$ cat config.mk
export PLATFORM = sky130hd
export DESIGN_NAME = qtu_packet_filter
export DESIGN_NICKNAME = d
export VERILOG_FILES = /design/src/rtl/qtu_pkg.sv /design/src/rtl/pkt_word_capture.sv /design/src/rtl/qtu_packet_filter.sv
export SDC_FILE = /design/constraint.sdc
export NUM_CORES = 1
export LEC_CHECK = 0
export BUFFER_PORTS_ARGS = -buffer_cell sky130_fd_sc_hd__buf_2
export CAP_MARGIN = 5
export CORE_ASPECT_RATIO = 0.75
export CORE_MARGIN = 5
export CORE_UTILIZATION = 54
export CTS_CLUSTER_DIAMETER = 100
export DETAILED_ROUTE_END_ITERATION = 10
export PLACE_DENSITY = 0.88
export SLEW_MARGIN = 25
export SYNTH_ARGS = -nofsm -noshare
export SYNTH_HDL_FRONTEND = slang
export SYNTH_SLANG_ARGS = --single-unit
export TNS_END_PERCENT = 100
$ cat constraint.sdc
create_clock -name clk -period 6.45 [get_ports clk]
set_input_delay 0.3225 -clock clk [delete_from_list [all_inputs] [get_ports clk]]
set_output_delay 0.3225 -clock clk [all_outputs]
set_load 0.005 [all_outputs]
$ cat src/rtl/qtu_pkg.sv
// Shared constants and state encoding for the Q-table-update packet filter.
// Packet word order, packet types and the filter FSM states live here.
package qtu_pkg;

    localparam int DEF_WORD_WIDTH   = 16;
    localparam int DEF_PKT_WORDS    = 8;
    localparam int DEF_DONE_TIMEOUT = 64;

    localparam int PKT_HB   = 1;
    localparam int PKT_CH   = 2;
    localparam int PKT_MR   = 3;
    localparam int PKT_DATA = 4;

    localparam int IDX_TYPE       = 0;
    localparam int IDX_SOURCEID   = 1;
    localparam int IDX_DESTID     = 2;
    localparam int IDX_SOURCEHOPS = 3;
    localparam int IDX_QVALUE     = 4;
    localparam int IDX_ENERGY     = 5;
    localparam int IDX_HOPSFROMCH = 6;
    localparam int IDX_CHOSENCH   = 7;

    typedef enum logic [2:0] {
        S_IDLE,
        S_RECV,
        S_EVAL,
        S_FIRE,
        S_WAIT
    } state_t;

endpackage

$ cat src/rtl/pkt_word_capture.sv
// Word counter plus indexed packet register file. A start-of-packet word always
// lands in slot 0 and restarts the count, which is how an aborted packet is replaced.
module pkt_word_capture #(
    parameter int WORD_WIDTH = 16,
    parameter int PKT_WORDS  = 8
) (
    input  logic                                 clk,
    input  logic                                 nrst,
    input  logic                                 accept,
    input  logic                                 in_recv,
    input  logic                                 sop,
    input  logic [WORD_WIDTH-1:0]                word,
    output logic [PKT_WORDS-1:0][WORD_WIDTH-1:0] words,
    output logic                                 last,
    output logic                                 abort
);

    localparam int CW = $clog2(PKT_WORDS);

    logic [CW-1:0] cnt;

    assign abort = accept && in_recv && sop;
    assign last  = accept && in_recv && !sop && (cnt == CW'(PKT_WORDS - 1));

    // NOTE: sequential state uses non-blocking assignments so every register
    // samples pre-edge values, independent of block ordering.
    always_ff @(posedge clk or negedge nrst) begin
        if (!nrst) begin
            cnt <= '0;
        end else if (accept && sop) begin
            cnt <= CW'(1);
        end else if (accept && in_recv) begin
            cnt <= cnt + 1'b1;
        end
    end

    // NOTE: the word store has no reset; it is only ever read after a full
    // packet has overwritten every slot, so reset would add fan-out for nothing.
    always_ff @(posedge clk) begin
        if (accept && sop) begin
            words[0] <= word;
        end else if (accept && in_recv) begin
            words[cnt] <= word;
        end
    end

endmodule

$ cat src/rtl/qtu_packet_filter.sv
// Packet filter in front of the Q-table update: captures a fixed-length packet,
// filters on cluster membership, fires the downstream stage and waits for QTU_done.
module qtu_packet_filter
    import qtu_pkg::*;
#(
    parameter int WORD_WIDTH   = DEF_WORD_WIDTH,
    parameter int PKT_WORDS    = DEF_PKT_WORDS,
    parameter int DONE_TIMEOUT = DEF_DONE_TIMEOUT
) (
    input  logic                  clk,
    input  logic                  nrst,
    input  logic                  in_valid,
    input  logic                  in_sop,
    input  logic [WORD_WIDTH-1:0] in_word,
    output logic                  in_ready,
    input  logic [WORD_WIDTH-1:0] myNodeID,
    input  logic [WORD_WIDTH-1:0] myChosenCH,
    input  logic                  QTU_done,
    output logic                  en,
    output logic                  iAmDestination,
    output logic [WORD_WIDTH-1:0] fSourceID,
    output logic [WORD_WIDTH-1:0] fSourceHops,
    output logic [WORD_WIDTH-1:0] fQValue,
    output logic [WORD_WIDTH-1:0] fEnergyLeft,
    output logic [WORD_WIDTH-1:0] fHopsFromCH,
    output logic [WORD_WIDTH-1:0] fChosenCH,
    output logic [WORD_WIDTH-1:0] fPktType,
    output logic [WORD_WIDTH-1:0] dropCount,
    output logic                  timeoutErr
);

    localparam int TW = $clog2(DONE_TIMEOUT + 1);

    state_t                               state, state_nx;
    logic [PKT_WORDS-1:0][WORD_WIDTH-1:0] words;
    logic                                 accept, cap_last, cap_abort;
    logic                                 type_ok, pass, is_dest, drop_evt, timeout;
    logic [TW-1:0]                        wait_cnt;

    // Ready depends on state alone, so acceptance never loops back through the FSM.
    assign in_ready = (state == S_IDLE) || (state == S_RECV);
    assign accept   = in_valid && in_ready;

    pkt_word_capture #(
        .WORD_WIDTH (WORD_WIDTH),
        .PKT_WORDS  (PKT_WORDS)
    ) u_capture (
        .clk     (clk),
        .nrst    (nrst),
        .accept  (accept),
        .in_recv (state == S_RECV),
        .sop     (in_sop),
        .word    (in_word),
        .words   (words),
        .last    (cap_last),
        .abort   (cap_abort)
    );

    assign type_ok = (words[IDX_TYPE] == WORD_WIDTH'(PKT_MR))
                  || (words[IDX_TYPE] == WORD_WIDTH'(PKT_DATA));
    assign pass    = type_ok
                  && (words[IDX_SOURCEID] != myNodeID)
                  && (words[IDX_CHOSENCH] == myChosenCH);
    assign is_dest = (words[IDX_TYPE] == WORD_WIDTH'(PKT_DATA))
                  && (words[IDX_DESTID] == myNodeID);

    assign drop_evt = cap_abort || ((state == S_EVAL) && !pass);
    // A done pulse on the final wait cycle wins over the timeout.
    assign timeout  = (state == S_WAIT) && !QTU_done
                   && (wait_cnt == TW'(DONE_TIMEOUT - 1));

    always_ff @(posedge clk or negedge nrst) begin
        if (!nrst) begin
            state <= S_IDLE;
        end else begin
            state <= state_nx;
        end
    end

    // NOTE: every output of this block gets a default first, so no path
    // through the case statement can infer a latch.
    always_comb begin
        state_nx = state;
        en       = 1'b0;
        case (state)
            S_IDLE: if (accept && in_sop) state_nx = S_RECV;
            S_RECV: if (cap_last)         state_nx = S_EVAL;
            S_EVAL: state_nx = pass ? S_FIRE : S_IDLE;
            S_FIRE: begin
                en       = 1'b1;
                state_nx = S_WAIT;
            end
            S_WAIT: if (QTU_done || timeout) state_nx = S_IDLE;
            default: state_nx = S_IDLE;
        endcase
    end

    always_ff @(posedge clk or negedge nrst) begin
        if (!nrst) begin
            fSourceID      <= '0;
            fSourceHops    <= '0;
            fQValue        <= '0;
            fEnergyLeft    <= '0;
            fHopsFromCH    <= '0;
            fChosenCH      <= '0;
            fPktType       <= '0;
            iAmDestination <= 1'b0;
        end else if (state == S_EVAL) begin
            fSourceID      <= words[IDX_SOURCEID];
            fSourceHops    <= words[IDX_SOURCEHOPS];
            fQValue        <= words[IDX_QVALUE];
            fEnergyLeft    <= words[IDX_ENERGY];
            fHopsFromCH    <= words[IDX_HOPSFROMCH];
            fChosenCH      <= words[IDX_CHOSENCH];
            fPktType       <= words[IDX_TYPE];
            iAmDestination <= is_dest;
        end
    end

    always_ff @(posedge clk or negedge nrst) begin
        if (!nrst) begin
            dropCount  <= '0;
            timeoutErr <= 1'b0;
            wait_cnt   <= '0;
        end else begin
            if (drop_evt && (dropCount != '1)) dropCount <= dropCount + 1'b1;
            if (timeout) timeoutErr <= 1'b1;
            if (state == S_FIRE) begin
                wait_cnt <= '0;
            end else if (state == S_WAIT) begin
                wait_cnt <= wait_cnt + 1'b1;
            end
        end
    end

endmodule
### Word level (Yosys, flattened, before mapping)

Index checks and enable logic that the tools add are counted.
W data, S select, Z words.

* register bits: 271
* input port bits: 53
* output and inout port bits: 132
* word-level logic and storage cells: 83

* add/sub/neg operators: 3
* order comparisons: 2
* equal/unequal tests: 15
* multiplexer cells: 15
* bitwise gates (word level): 1
* reductions and logical operators: 26

Operators by type and width (number)
* $bwmux W128: 1
* $demux W16 S3: 1
* $mux W16: 3
* $eq A16 B16 Y1: 2
* $add A16 B1 Y16 const B: 1
* $eq A16 B2 Y1 const B: 1
* $eq A16 B3 Y1 const B: 1
* $ne A16 B16 Y1: 1
* $ne A16 B16 Y1 const B: 1
* $mux W3: 5
* $pmux W3 S5: 1
* $logic_and A1 B1 Y1: 14
* $mux W7: 2
* $add A7 B1 Y7 const B: 1
* $eq A7 B6 Y1 const B: 1
* $eq A3 B2 Y1 const B: 2
* $eq A3 B3 Y1 const B: 2
* $logic_or A1 B1 Y1: 4
* $lt A3 B4 Y1 const B: 1
* $ne A2 B1 Y1 const B: 2
* $reduce_bool A2 Y1: 2
* $add A3 B1 Y3 const B: 1
* $eq A3 B1 Y1 const B: 1
* $ge A3 B1 Y1 const B: 1
* 8 further kinds: 10

### Depth between registers and ports, before layout

Gate-level depths: netlist of run 1.

* word-level depth: 8
* gate-level depth with buffers: 7
* depth with buffers taken out: 6

### Modules after synthesis

A second synthesis of run 1 with hierarchy kept.

* cell total of the unflattened synthesis: 866
* area, all modules: 10455.0 um2

Modules (own cells, without submodules)
* qtu_packet_filter: instances 1, cells an instance 691, area an instance 6173.4 um2, sequential area each 3503.4 um2
* pkt_word_capture: instances 1, cells an instance 175, area an instance 4281.6 um2, sequential area each 3918.8 um2

### Least setup slack after synthesis of run 1

No wires, ideal clock.

* path type: register to register
* start point: register state[1]
* end point: register u_capture.words[0] (netlist name) (enable)
* setup time: 436 ps
* arrival time: 2675 ps
* required time: 6014 ps
* setup slack: 3340 ps
* stages on the path, launching flop included: 4
* buffers on the path: 0
* clock period less this slack: 3110 ps
* cell sequence: dfrtp_1 > nor2_1 > nand3_1 > o41ai_1

* word-level cells in the longest chain between the ends: 5
* elaborated cells on any way between the ends: 7
* those cells by class: 1 x eq/ne; 6 x reduce/logical

Ends and longest elaborated chain
* start: declaration: line qtu_packet_filter.sv:34 `state_t state, state_nx;`
* start signal: assignment: line qtu_packet_filter.sv:76 `state <= state_nx;`
* $eq A3 B1 Y1 / $logic_not A3 Y1 (equally long branches): line qtu_packet_filter.sv:41 `assign in_ready = (state == S_IDLE) || (state == S_RECV);`
* $logic_or A1 B1 Y1 (*): line qtu_packet_filter.sv:41
* named net in_ready: line qtu_packet_filter.sv:15 `output logic in_ready,`
* $logic_and A1 B1 Y1 (*): line qtu_packet_filter.sv:42 `assign accept = in_valid && in_ready;`
* $logic_and A1 B1 Y1 (on tied branches): line pkt_word_capture.sv:40, pkt_word_capture.sv:42
* $reduce_bool A2 Y1 (no line) (*)
* end signal: indexed assignment: line pkt_word_capture.sv:43 `words[cnt] <= word;`
* end: declaration: line pkt_word_capture.sv:13 `output logic [PKT_WORDS-1:0][WORD_WIDTH-1:0] words,`

The timed path passes the listed nets; every way through them passes the cells marked *.
A chain may end at the register's enable or synchronous reset.

### Final worst setup path of run 1

* start point: register state[1]
* end point: register u_capture.words[73] (netlist name) (enable)

* word-level cells in the longest chain between the ends: 6
* elaborated cells on any way between the ends: 8
* those cells by class: 1 x eq/ne; 1 x bitwise; 6 x reduce/logical

Ends and longest elaborated chain
* $eq A3 B1 Y1 / $logic_not A3 Y1 (equally long branches): line qtu_packet_filter.sv:41, qtu_packet_filter.sv:51
* $logic_or A1 B1 Y1: line qtu_packet_filter.sv:41
* $logic_and A1 B1 Y1: line qtu_packet_filter.sv:42
* $logic_and A1 B1 Y1: line pkt_word_capture.sv:40 `if (accept && sop) begin`
* $not A1 Y1 (no line)
* $reduce_and A2 Y1 (no line) (*)

Mark *: on every way between the ends. The rest lies on a longest branch, timed or not.

==> impl_results.md, run 1 <==
* I/O pins at 185
* All-Layer GR Usage at 24.1%
* Grt met1 use at 33.6%
* CTS tree: yes
* Vias per cell at 5.43
* Max_cap viols at 0
* Yosys Warn Count at 0
* First-pass GRT wire length at 41000 um
* Vias in the first global route at 7323
* Mapped Nets at 921
* Leakage at 5.95 nW
* Flop2flop setup slack at 3.90 ns
* Worst Path Arrival at 2.69 ns
* Hold buffers post-CTS at 1
* Outcome: finished, final reports clean
* Overall power at 4.09 mW
* PortBufs at 184
* Synth unique cells at 46
* FILL cells at 1380
* Kind of critical path: reg2reg
* RSZ-0062 raised after global routing: false
* Gr busiest metal: met2
* Adder-cell share of the synthesized area at 0.482%
* XOR/XNOR Fraction of Synth Area at 5.32%
* Pwr/cell area at 332 nW/um2
* Final WS setup at 3.90 ns
* Largest fanout on the critical path at 16
* Slew HR at 36.7%
* Clk sinks at 271
* CP max-delay cell: nor2_2
* Final Hold Fails at 0
* Crit start category: register
* GR Util met2 at 38.5%
* Peak supply drop at 0.253 mV
* Largest net degree at the start of global routing at 91
* Dominant synthesized flop cell: dfrtp_1
* Compound-cell area share of the yosys netlist at 1.76%
* Crit. End Element: register
* Least-Margin Pin Slew at 0.949 ns
* Root buffer cell: clkbuf_16
* Initial antenna violation count at 0
* Hold WC Path Type: in2reg
* H-tree Lvls at 1
* Nets at 1113
* Die W at 170 um
* Achievable Freq at 392 MHz
* Syn Inst Count at 864
* Worst-path clk slew at 0.06 ns
* Max clock buf depth at 3
* WL per Instance at 20.1 um
* Starting DRT DRC Count at 734
* Grt met3 use at 6.75%
* Setup bufs post-CTS at 0
* Fraction of registers with async set/reset at 52.8%
* Setup TNS at 0 ns
* Buf/Inv on CP at 0
* Crit path largest cell delay at 0.69 ns
* Proportion of synthesized area in mux cells at 0.446%
* Clock Latency Late Sink at 0.52 ns
* Post-Syn Area at 10400 um2
* Main combinational cell family by area after synthesis: simple AND/OR/NAND/NOR gates
* Effective utilization at floorplan at 55.6%
* Die ar. at 22100 um2
* Critical path cell sequence: nor2_1 -> nand3_1 -> or3_1 -> nor2_2
* Seq/Total Area, Yosys at 71.5%
* TritonRoute pass-1 iters at 6
* Final WL at 26600 um
* Clock Skew at 0.00815 ns
* Minimum clock period at 2.55 ns
* Final Slew Violations at 0
* Layout cell share with drive strength beyond 1 at 22.4%
* Setup violators final at 0
* Total gr overflow at 0
* Avg Cell Area, Syn at 12.0 um2
* Hpwl dp at 17900 um
* Post-CTS sizing at 0
* Crit path required time at 6.59 ns
* Die H at 130 um
* Via count at 7178
* Top delay family on crit path: simple AND/OR/NAND/NOR gates
* Drt drc at 0
* Register bit count reported by yosys at 271
* Num rows at 43
* CTS buffer count at 25
* Post-synth EDFFs at 128
* Simple-gate portion of the synthesized area at 18.9%
* Area growth, synth to finish at 18.8%
* Post-route ant nets at 0
* Period utilization at 39.6%
* Place WS at 3.78 ns
* GPL Wtd Cong at 0.843
* Core area at 18700 um2
-- final timing paths --
check / startpoint / to / depth (start not counted)
worst max-delay path: state[1]$_DFFE_PN0P_ / u_capture.words[73]$_DFFE_PP_ / 4
worst min-delay path: QTU_done / state[2]$_DFFE_PN0P_ / 2
worst max register to register: state[1]$_DFFE_PN0P_ / u_capture.words[73]$_DFFE_PP_ / 4
worst min register to register: u_capture.words[61]$_DFFE_PP_ / fSourceHops[13]$_DFFE_PN0P_ / 2
max in group asynchronous: nrst / fEnergyLeft[0]$_DFFE_PN0P_ / 3
min in group asynchronous: nrst / fSourceID[13]$_DFFE_PN0P_ / 2
-- layout make-up --
| type | count | area [um2] | share of cell area (%) |
|---|---|---|---|
| Antenna cell | 1 | 2.50 | 0.0203 |
| Multi-Input combinational cell | 560 | 2830 | 22.9 |
| Tap cell | 247 | 309 | 2.51 |
| Clock buffer | 37 | 711 | 5.76 |
| Timing Repair Buffer | 194 | 1000 | 8.15 |
| Inverter | 4 | 15.0 | 0.122 |
| Sequential cell | 271 | 7420 | 60.2 |
| Clock inverter | 8 | 38.8 | 0.315 |
-- cell usage in the layout, fill, tap and decap left out, drive strengths merged, types with 2 or more instances in the layout --
cell	n
and2b	6
nand2b	2
nor2	25
inv	4
o211ai	2
nand4	17
mux2i	2
nor3	7
clkbuf	37
nor4	10
nand3	24
clkinv	8
a31oi	3
xnor2	42
and3	3
nor2b	11
nor3b	2
nand2	351
edfxtp	128
buf	193
dfrtp	143
o31ai	3
xor2	21
ha	4
o21ai	9
mux2	2
-- synthesized netlist by cell type, types with 2 or more instances --
master	count	area [um2]
nand2b_1	2	12.5
nand4_1	16	100
nor4_1	9	56.3
inv_1	4	15.0
nor2_1	25	93.8
ha_1	4	50.1
xor2_1	21	184
nand3_1	24	120
nor3_1	7	35.0
and3_1	3	18.8
mux2i_1	2	20.0
nand2_1	350	1310
buf_2	8	40.0
buf_1	2	7.51
and2b_1	6	45.0
xnor2_1	42	368
o211ai_1	2	15.0
o31ai_1	3	22.5
o21ai_0	9	45.0
dfrtp_1	143	3580
buf_6	3	33.8
nor3b_1	2	15.0
clkbuf_1	15	56.3
nor2b_1	11	68.8
edfxtp_1	128	3840
a31oi_1	3	18.8
-- metrics by stage --
stage | area [um2] | cells | util, % | hold slack, ns
floorplan | 10400 | 864 | - | 0.0269
global placement | 11600 | 1275 | 61.9 | 0.401
detailed placement | 11600 | 1275 | 61.9 | 0.412
CTS | 12300 | 1321 | 66.0 | 0.0330
global route | 12300 | 1321 | 66.0 | 0.0443
finish | 12300 | 1322 | 66.0 | 0.0555
-- registers in the layout, summed over array words and instances (netlist names) --
name	count
dropCount	16
fChosenCH	16
fEnergyLeft	16
fHopsFromCH	16
fPktType	16
fQValue	16
fSourceHops	16
fSourceID	16
iAmDestination	1
state	3
timeoutErr	1
u_capture.cnt	3
u_capture.words	128
wait_cnt	7
-- metal layers --
metal	vias up	wire length [um]
li1	3265	-
met1	3505	10700
met2	353	12300
met3	55	2900
met4	0	658
met5	-	0
-- cell families (layout without fill, tap and decap cells) --
kind of cell,after synthesis,after routing
AO/OA/AOI/OAI,25,25
XOR/XNOR,63,63
adder cells (fa/ha/maj),4,4
buffers and inverters,33,243
flip-flops,271,271
multiplexers,4,4
other,0,1
AND/OR/NAND/NOR,464,464
-- report_power, final --
group | leakage [nW] | internal, mW | switching, mW
Combinational | 2.44 | 0.220 | 0.311
Sequential | 3.13 | 2.03 | 0.157
Clock | 0.375 | 0.761 | 0.608
-- worst reg2reg max path, cell delays in order, from the launching register on --
cell and delay, ns:
dfrtp_1 0.44, nor2_1 0.30, nand3_1 0.30, or3_1 0.45, nor2_2 0.69
(Power assumes the default switching activity.)
==> run 2: changes to the inputs <==
==> constraint.sdc (replaced) <==
create_clock -name clk -period 2.6 [get_ports clk]
set_input_delay 0.13 -clock clk [delete_from_list [all_inputs] [get_ports clk]]
set_output_delay 0.13 -clock clk [all_outputs]
set_load 0.005 [all_outputs]
==> run 2 against run 1 <==
First-iteration DRC count is 5.3% lower. Sequential cell count unchanged. Power increased to 2.6 times the previous value. Critical path depth rose by 2. Cell count rose by 1.4%. Register-to-register slack worse by 3.6 ns. Die area unchanged. Non-clock buffer count is 18 higher. Hold slack lost 0.044 ns. Highest routed layer unchanged. Sequential share of layout area decreased by 1.8 points.
==> impl_results.md, run 2 (synthesis results as in run 1) <==
* Outcome: finished, final reports clean
* Via count at 7295
* Drt drc at 0
* Vias per cell at 5.44
* Hpwl dp at 17400 um
* Clock Latency Late Sink at 0.52 ns
* Layout cell share with drive strength beyond 1 at 23.2%
* Final WS setup at 0.290 ns
* Crit. End Element: register
* WL per Instance at 19.7 um
* Reg-to-Reg End: dropCount[1]$_DFFE_PN0P_
* I/O pins at 185
* Starting DRT DRC Count at 695
* Minimum clock period at 2.31 ns
* Setup bufs post-CTS at 0
* First-pass GRT wire length at 40800 um
* Leakage at 6.13 nW
* Die ar. at 22100 um2
* Switching pwr at 2.72 mW
* Most frequent cells in the layout: nand2_1 (350), buf_2 (183), dfrtp_1 (143)
* Least-Margin Pin Slew at 0.760 ns
* Final WL at 26500 um
* Worst min-delay path startpoint: in_word[8]
* Place WS at 0.358 ns
* Crit path required time at 3.01 ns
* Period utilization at 88.8%
* Pwr/cell area at 852 nW/um2
* Max_cap viols at 0
* Core area at 18700 um2
* Register Area at 7420 um2
* Die W at 170 um
* FILL cells at 1319
* Vias in the first global route at 7370
* Die H at 130 um
* Hold WC Path Type: in2reg
* Hold Crit Endpoint: u_capture.words[120]$_DFFE_PP_
* Peak supply drop at 0.562 mV
* H-tree Lvls at 1
* Num rows at 43
* Worst Path Arrival at 2.72 ns
* Worst-path clk slew at 0.07 ns
* Clock Skew at 0.0202 ns
* Root buffer cell: clkbuf_16
* Setup violators final at 0
* Clock share of power at 37.4%
* TritonRoute pass-1 iters at 5
* Area growth, synth to finish at 22.5%
* Effective utilization at floorplan at 55.6%
* Most common cell after layout, fill and taps aside: nand2_1
* Slew HR at 49.3%
* Largest net degree at the start of global routing at 113
* Post-route ant nets at 0
* Crit start category: register
* Flop pwr share at 50.2%
* RSZ-0062 raised after global routing: false
* Max clock buf depth at 3
* Hold buffers post-CTS at 13
* Biggest register: u_capture.words
* Kind of critical path: reg2reg
* PortBufs at 184
* Hold depth at 1
* Final Hold Fails at 0
* FF-to-FF path depth at 6
* Max reg flops at 128
* Combinational Power Share at 12.4%
* Largest fanout on the critical path at 14
* R2r startpoint: u_capture.words[3]$_DFFE_PP_
* Cell-internal power at 8.11 mW
* Switch share at 25.1%
* All-Layer GR Usage at 24.0%
* Setup TNS at 0 ns
* CTS tree: yes
* Initial antenna violation count at 2
* Nets at 1131
* Final Slew Violations at 0
* Achievable Freq at 433 MHz
* Area occupied by multi-input gates at 2830 um2
* Flop2flop setup slack at 0.29 ns
* CTS buffer count at 25
* Post-CTS sizing at 0
* Total gr overflow at 0
* GPL Wtd Cong at 0.827
* Clk sinks at 271
## run 2: changes by cell type in the layout (fill, tap and decap cells not counted)
cell | before | now
o41ai_4 | 0 | 1
clkinv_2 | 7 | 3
clkbuf_8 | 4 | 6
buf_12 | 0 | 3
clkbuf_1 | 8 | 2
nor3_2 | 0 | 1
dlygate4sd3_1 | 1 | 13
bufinv_16 | 0 | 5
clkbuf_16 | 25 | 26
clkinv_4 | 0 | 1
o41ai_2 | 1 | 0
nor3_4 | 1 | 0
buf_4 | 9 | 12
inv_4 | 0 | 1
## run 2: per-layer routing
layer  part of all wire [%]  wire length, um  track usage [%]  up-vias
met4                    2.7              708             6.34        0
met5                      0                0                0        -
li1                       -                -                -     3295
met3                     10             2670             5.24       58
met2                     47            12500             39.5      363
met1                     40            10600             33.0     3579
## run 2: layout make-up
cell class                      instances  area share [%]
Clock inverter                         11            1.45
Antenna cell                            1          0.0197
Tap cell                              247            2.43
Sequential cell                       271            58.4
Multi-Input combinational cell        560            22.3
Timing Repair Buffer                  212            9.50
Clock buffer                           34            5.83
Inverter                                4           0.118
## run 2: power by group through the flow
stage          Clock [mW]  Combinational, mW  Sequential, mW
2_1_floorplan           0              0.657            5.43
5_1_grt              4.29               1.50            5.49
4_1_cts              4.10               1.36            5.42
3_3_place_gp            0               1.27            5.47
3_5_place_dp            0               1.33            5.49
6_report             4.06               1.34            5.43
## run 2: worst max-delay path, cell delays in order, from the launching register on
cell and delay (ns):
edfxtp_1 0.39, nor4_1 0.38, nand4_1 0.24, nor2_1 0.27
nand4_2 0.39, nand2_2 0.23, mux2_4 0.30
## run 2: how the worst max path moves through the flow
stage                                             from                             to  slack [ns]  cells after the start
after global placement    u_capture.words[3]$_DFFE_PP_       dropCount[1]$_DFFE_PN0P_        0.41                      6
final                     u_capture.words[3]$_DFFE_PP_       dropCount[1]$_DFFE_PN0P_        0.29                      6
after floorplan                   state[1]$_DFFE_PN0P_  u_capture.words[80]$_DFFE_PP_        0.18                      4
after detailed placement  u_capture.words[3]$_DFFE_PP_       dropCount[1]$_DFFE_PN0P_        0.36                      6
after CTS                 u_capture.words[3]$_DFFE_PP_       dropCount[1]$_DFFE_PN0P_        0.32                      6
after global routing      u_capture.words[1]$_DFFE_PP_       dropCount[1]$_DFFE_PN0P_        0.14                      6
## run 2: through the flow
stage | cells | util (%) | power [mW] | instance area, um2 | hold WS, ns
6_report | 1340 | 68.1 | 10.8 | 12700 | 0.0119
5_1_grt | 1340 | 68.1 | 11.3 | 12700 | 0.00449
4_1_cts | 1339 | 68.1 | 10.9 | 12700 | 0.00599
3_5_place_dp | 1281 | 62.4 | 6.82 | 11700 | 0.228
3_3_place_gp | 1281 | 62.4 | 6.74 | 11700 | 0.221
2_1_floorplan | 864 | - | 6.08 | 10400 | -0.166
==> run 3: changes to the inputs <==
--- a/config.mk
+++ b/config.mk
@@ -12,6 +12,7 @@
 export CORE_UTILIZATION = 54
 export CTS_CLUSTER_DIAMETER = 100
 export DETAILED_ROUTE_END_ITERATION = 10
+export MAX_ROUTING_LAYER = met4
 export PLACE_DENSITY = 0.88
 export SLEW_MARGIN = 25
 export SYNTH_ARGS = -nofsm -noshare
==> run 3 against run 2 <==
Maximum frequency is 0.36% lower. Setup slack got worse by 0.0083 ns. First-iteration DRC count increased by 1.6%. Sequential power about the same. Critical path type unchanged. Via count barely moved. Critical endpoint unchanged. Hold slack better by 0.0077 ns. Global-route usage is 0.78 points higher. Critical path depth did not move. Cell count stayed put. Largest cell class unchanged. Largest power group unchanged. Core utilization unchanged. Highest routed layer unchanged. Clock-buffer cell count stayed put.
==> impl_results.md, run 3 (synthesis results as in run 1) <==
* Outcome: finished, final reports clean
* Largest net degree at the start of global routing at 113
* Die W at 170 um
* Post-route ant nets at 0
* Worst-path clk slew at 0.06 ns
* Total gr overflow at 0
* Initial antenna violation count at 2
* Setup violators final at 0
* First-pass GRT wire length at 40700 um
* Area growth, synth to finish at 22.5%
* Max clock buf depth at 3
* Minimum clock period at 2.32 ns
* Post-CTS sizing at 0
* Die H at 130 um
* Clock Latency Late Sink at 0.52 ns
* Final Slew Violations at 0
* Layout cell share with drive strength beyond 1 at 23.2%
* I/O pins at 185
* Max_cap viols at 0
* Least-Margin Pin Slew at 0.768 ns
* Max reg flops at 128
* Final WL at 26400 um
* Slew HR at 48.8%
* Starting DRT DRC Count at 706
* WL per Instance at 19.7 um
* H-tree Lvls at 1
* CTS buffer count at 25
* RSZ-0062 raised after global routing: false
* CTS tree: yes
* Root buffer cell: clkbuf_16
* Most frequent cells in the layout: nand2_1 (350), buf_2 (183), dfrtp_1 (143)
* Crit. End Element: register
* Achievable Freq at 431 MHz
* Nets at 1131
* Vias in the first global route at 7352
* GPL Wtd Cong at 0.839
* Vias per cell at 5.44
* Clk sinks at 271
* PortBufs at 184
* Worst Path Arrival at 2.72 ns
* Post-DP Area at 11700 um2
* Critical path cell sequence: nor4_1 -> nand4_1 -> nor2_1 -> nand4_2 -> nand2_2 -> mux2_4
* Crit start category: register
* Peak supply drop at 0.561 mV
* Leakage at 6.13 nW
* TritonRoute pass-1 iters at 5
* Crit path required time at 3.01 ns
* Drt drc at 0
* Crit path largest cell delay at 0.39 ns
* Setup TNS at 0 ns
* All-Layer GR Usage at 24.7%
* Core area at 18700 um2
* Biggest register: u_capture.words
* Period utilization at 89.1%
* Via count at 7296
* Hold WC Path Type: in2reg
* Final Hold Fails at 0
* Effective utilization at floorplan at 55.6%
* Kind of critical path: reg2reg
* Pwr/cell area at 852 nW/um2
* Largest fanout on the critical path at 14
* Design area at 12700 um2
* Most common cell after layout, fill and taps aside: nand2_1
* Die ar. at 22100 um2
* CP max-delay cell: edfxtp_1
* Hpwl dp at 17400 um
* Clock Skew at 0.0174 ns
* Num rows at 43
run 3: worst paths after layout:
check	from	endpoint	slack [ns]	cells after the start
max reg2reg	u_capture.words[3]$_DFFE_PP_	dropCount[1]$_DFFE_PN0P_	0.28	6
max	u_capture.words[3]$_DFFE_PP_	dropCount[1]$_DFFE_PN0P_	0.28	6
min in group asynchronous	nrst	fSourceID[15]$_DFFE_PN0P_	0.20	2
min	in_word[11]	u_capture.words[43]$_DFFE_PP_	0.02	1
min reg2reg	u_capture.words[107]$_DFFE_PP_	fHopsFromCH[11]$_DFFE_PN0P_	0.44	2
max in group asynchronous	nrst	fQValue[8]$_DFFE_PN0P_	1.57	3
run 3: timing repair:
action	4_1_cts	5_1_grt
endpoints found under the hold margin	136	0
buffers inserted	0	0
hold buffers	13	0
run 3: layout make-up:
class | instances | area (um2)
antenna | 1 | 2.50
clock buffer | 34 | 741
clock inverter | 11 | 184
fill | 1319 | 5960
inverter | 4 | 15.0
multi-input combinational | 560 | 2830
sequential | 271 | 7420
tap | 247 | 309
timing repair buffer | 212 | 1210
run 3: critical path, delay by kind of cell, from the launching register on:
family,cells,cell delay (ns)
DFF,1,0.39
and+or+nand+nor,5,1.52
muxes,1,0.30
run 3: metrics by stage:
step                total power, mW  hold WS [ns]  utilization (%)  setup slack [ns]  cells
floorplan                      6.08        -0.166                -             0.181    864
global placement               6.74         0.221             62.4             0.408   1281
detailed placement             6.82         0.228             62.4             0.358   1281
CTS                            10.9       0.00599             68.1             0.323   1339
global route                   11.3       0.00449             68.1             0.138   1340
finish                         10.8        0.0196             68.1             0.282   1340
run 3: power breakdown:
part / total [mW] / internal, mW / leakage (nW) / switching (mW)
registers: 5.43 / 5.04 / 3.13 / 0.394
clock network: 4.06 / 2.49 / 0.458 / 1.57
logic: 1.34 / 0.580 / 2.54 / 0.764
total: 10.8 / 8.11 / 6.13 / 2.73
run 3: layer usage:
metal  routed length (um)  vias to the layer above  GRT usage (%)  part of all wire [%]
li1                     -                     3290              -                     -
met1                10800                     3595           33.4                    41
met2                12400                      349           39.5                    47
met3                 2510                       62           4.85                   9.5
met4                  679                        0           6.34                   2.6
met5                    0                        -              -                     0
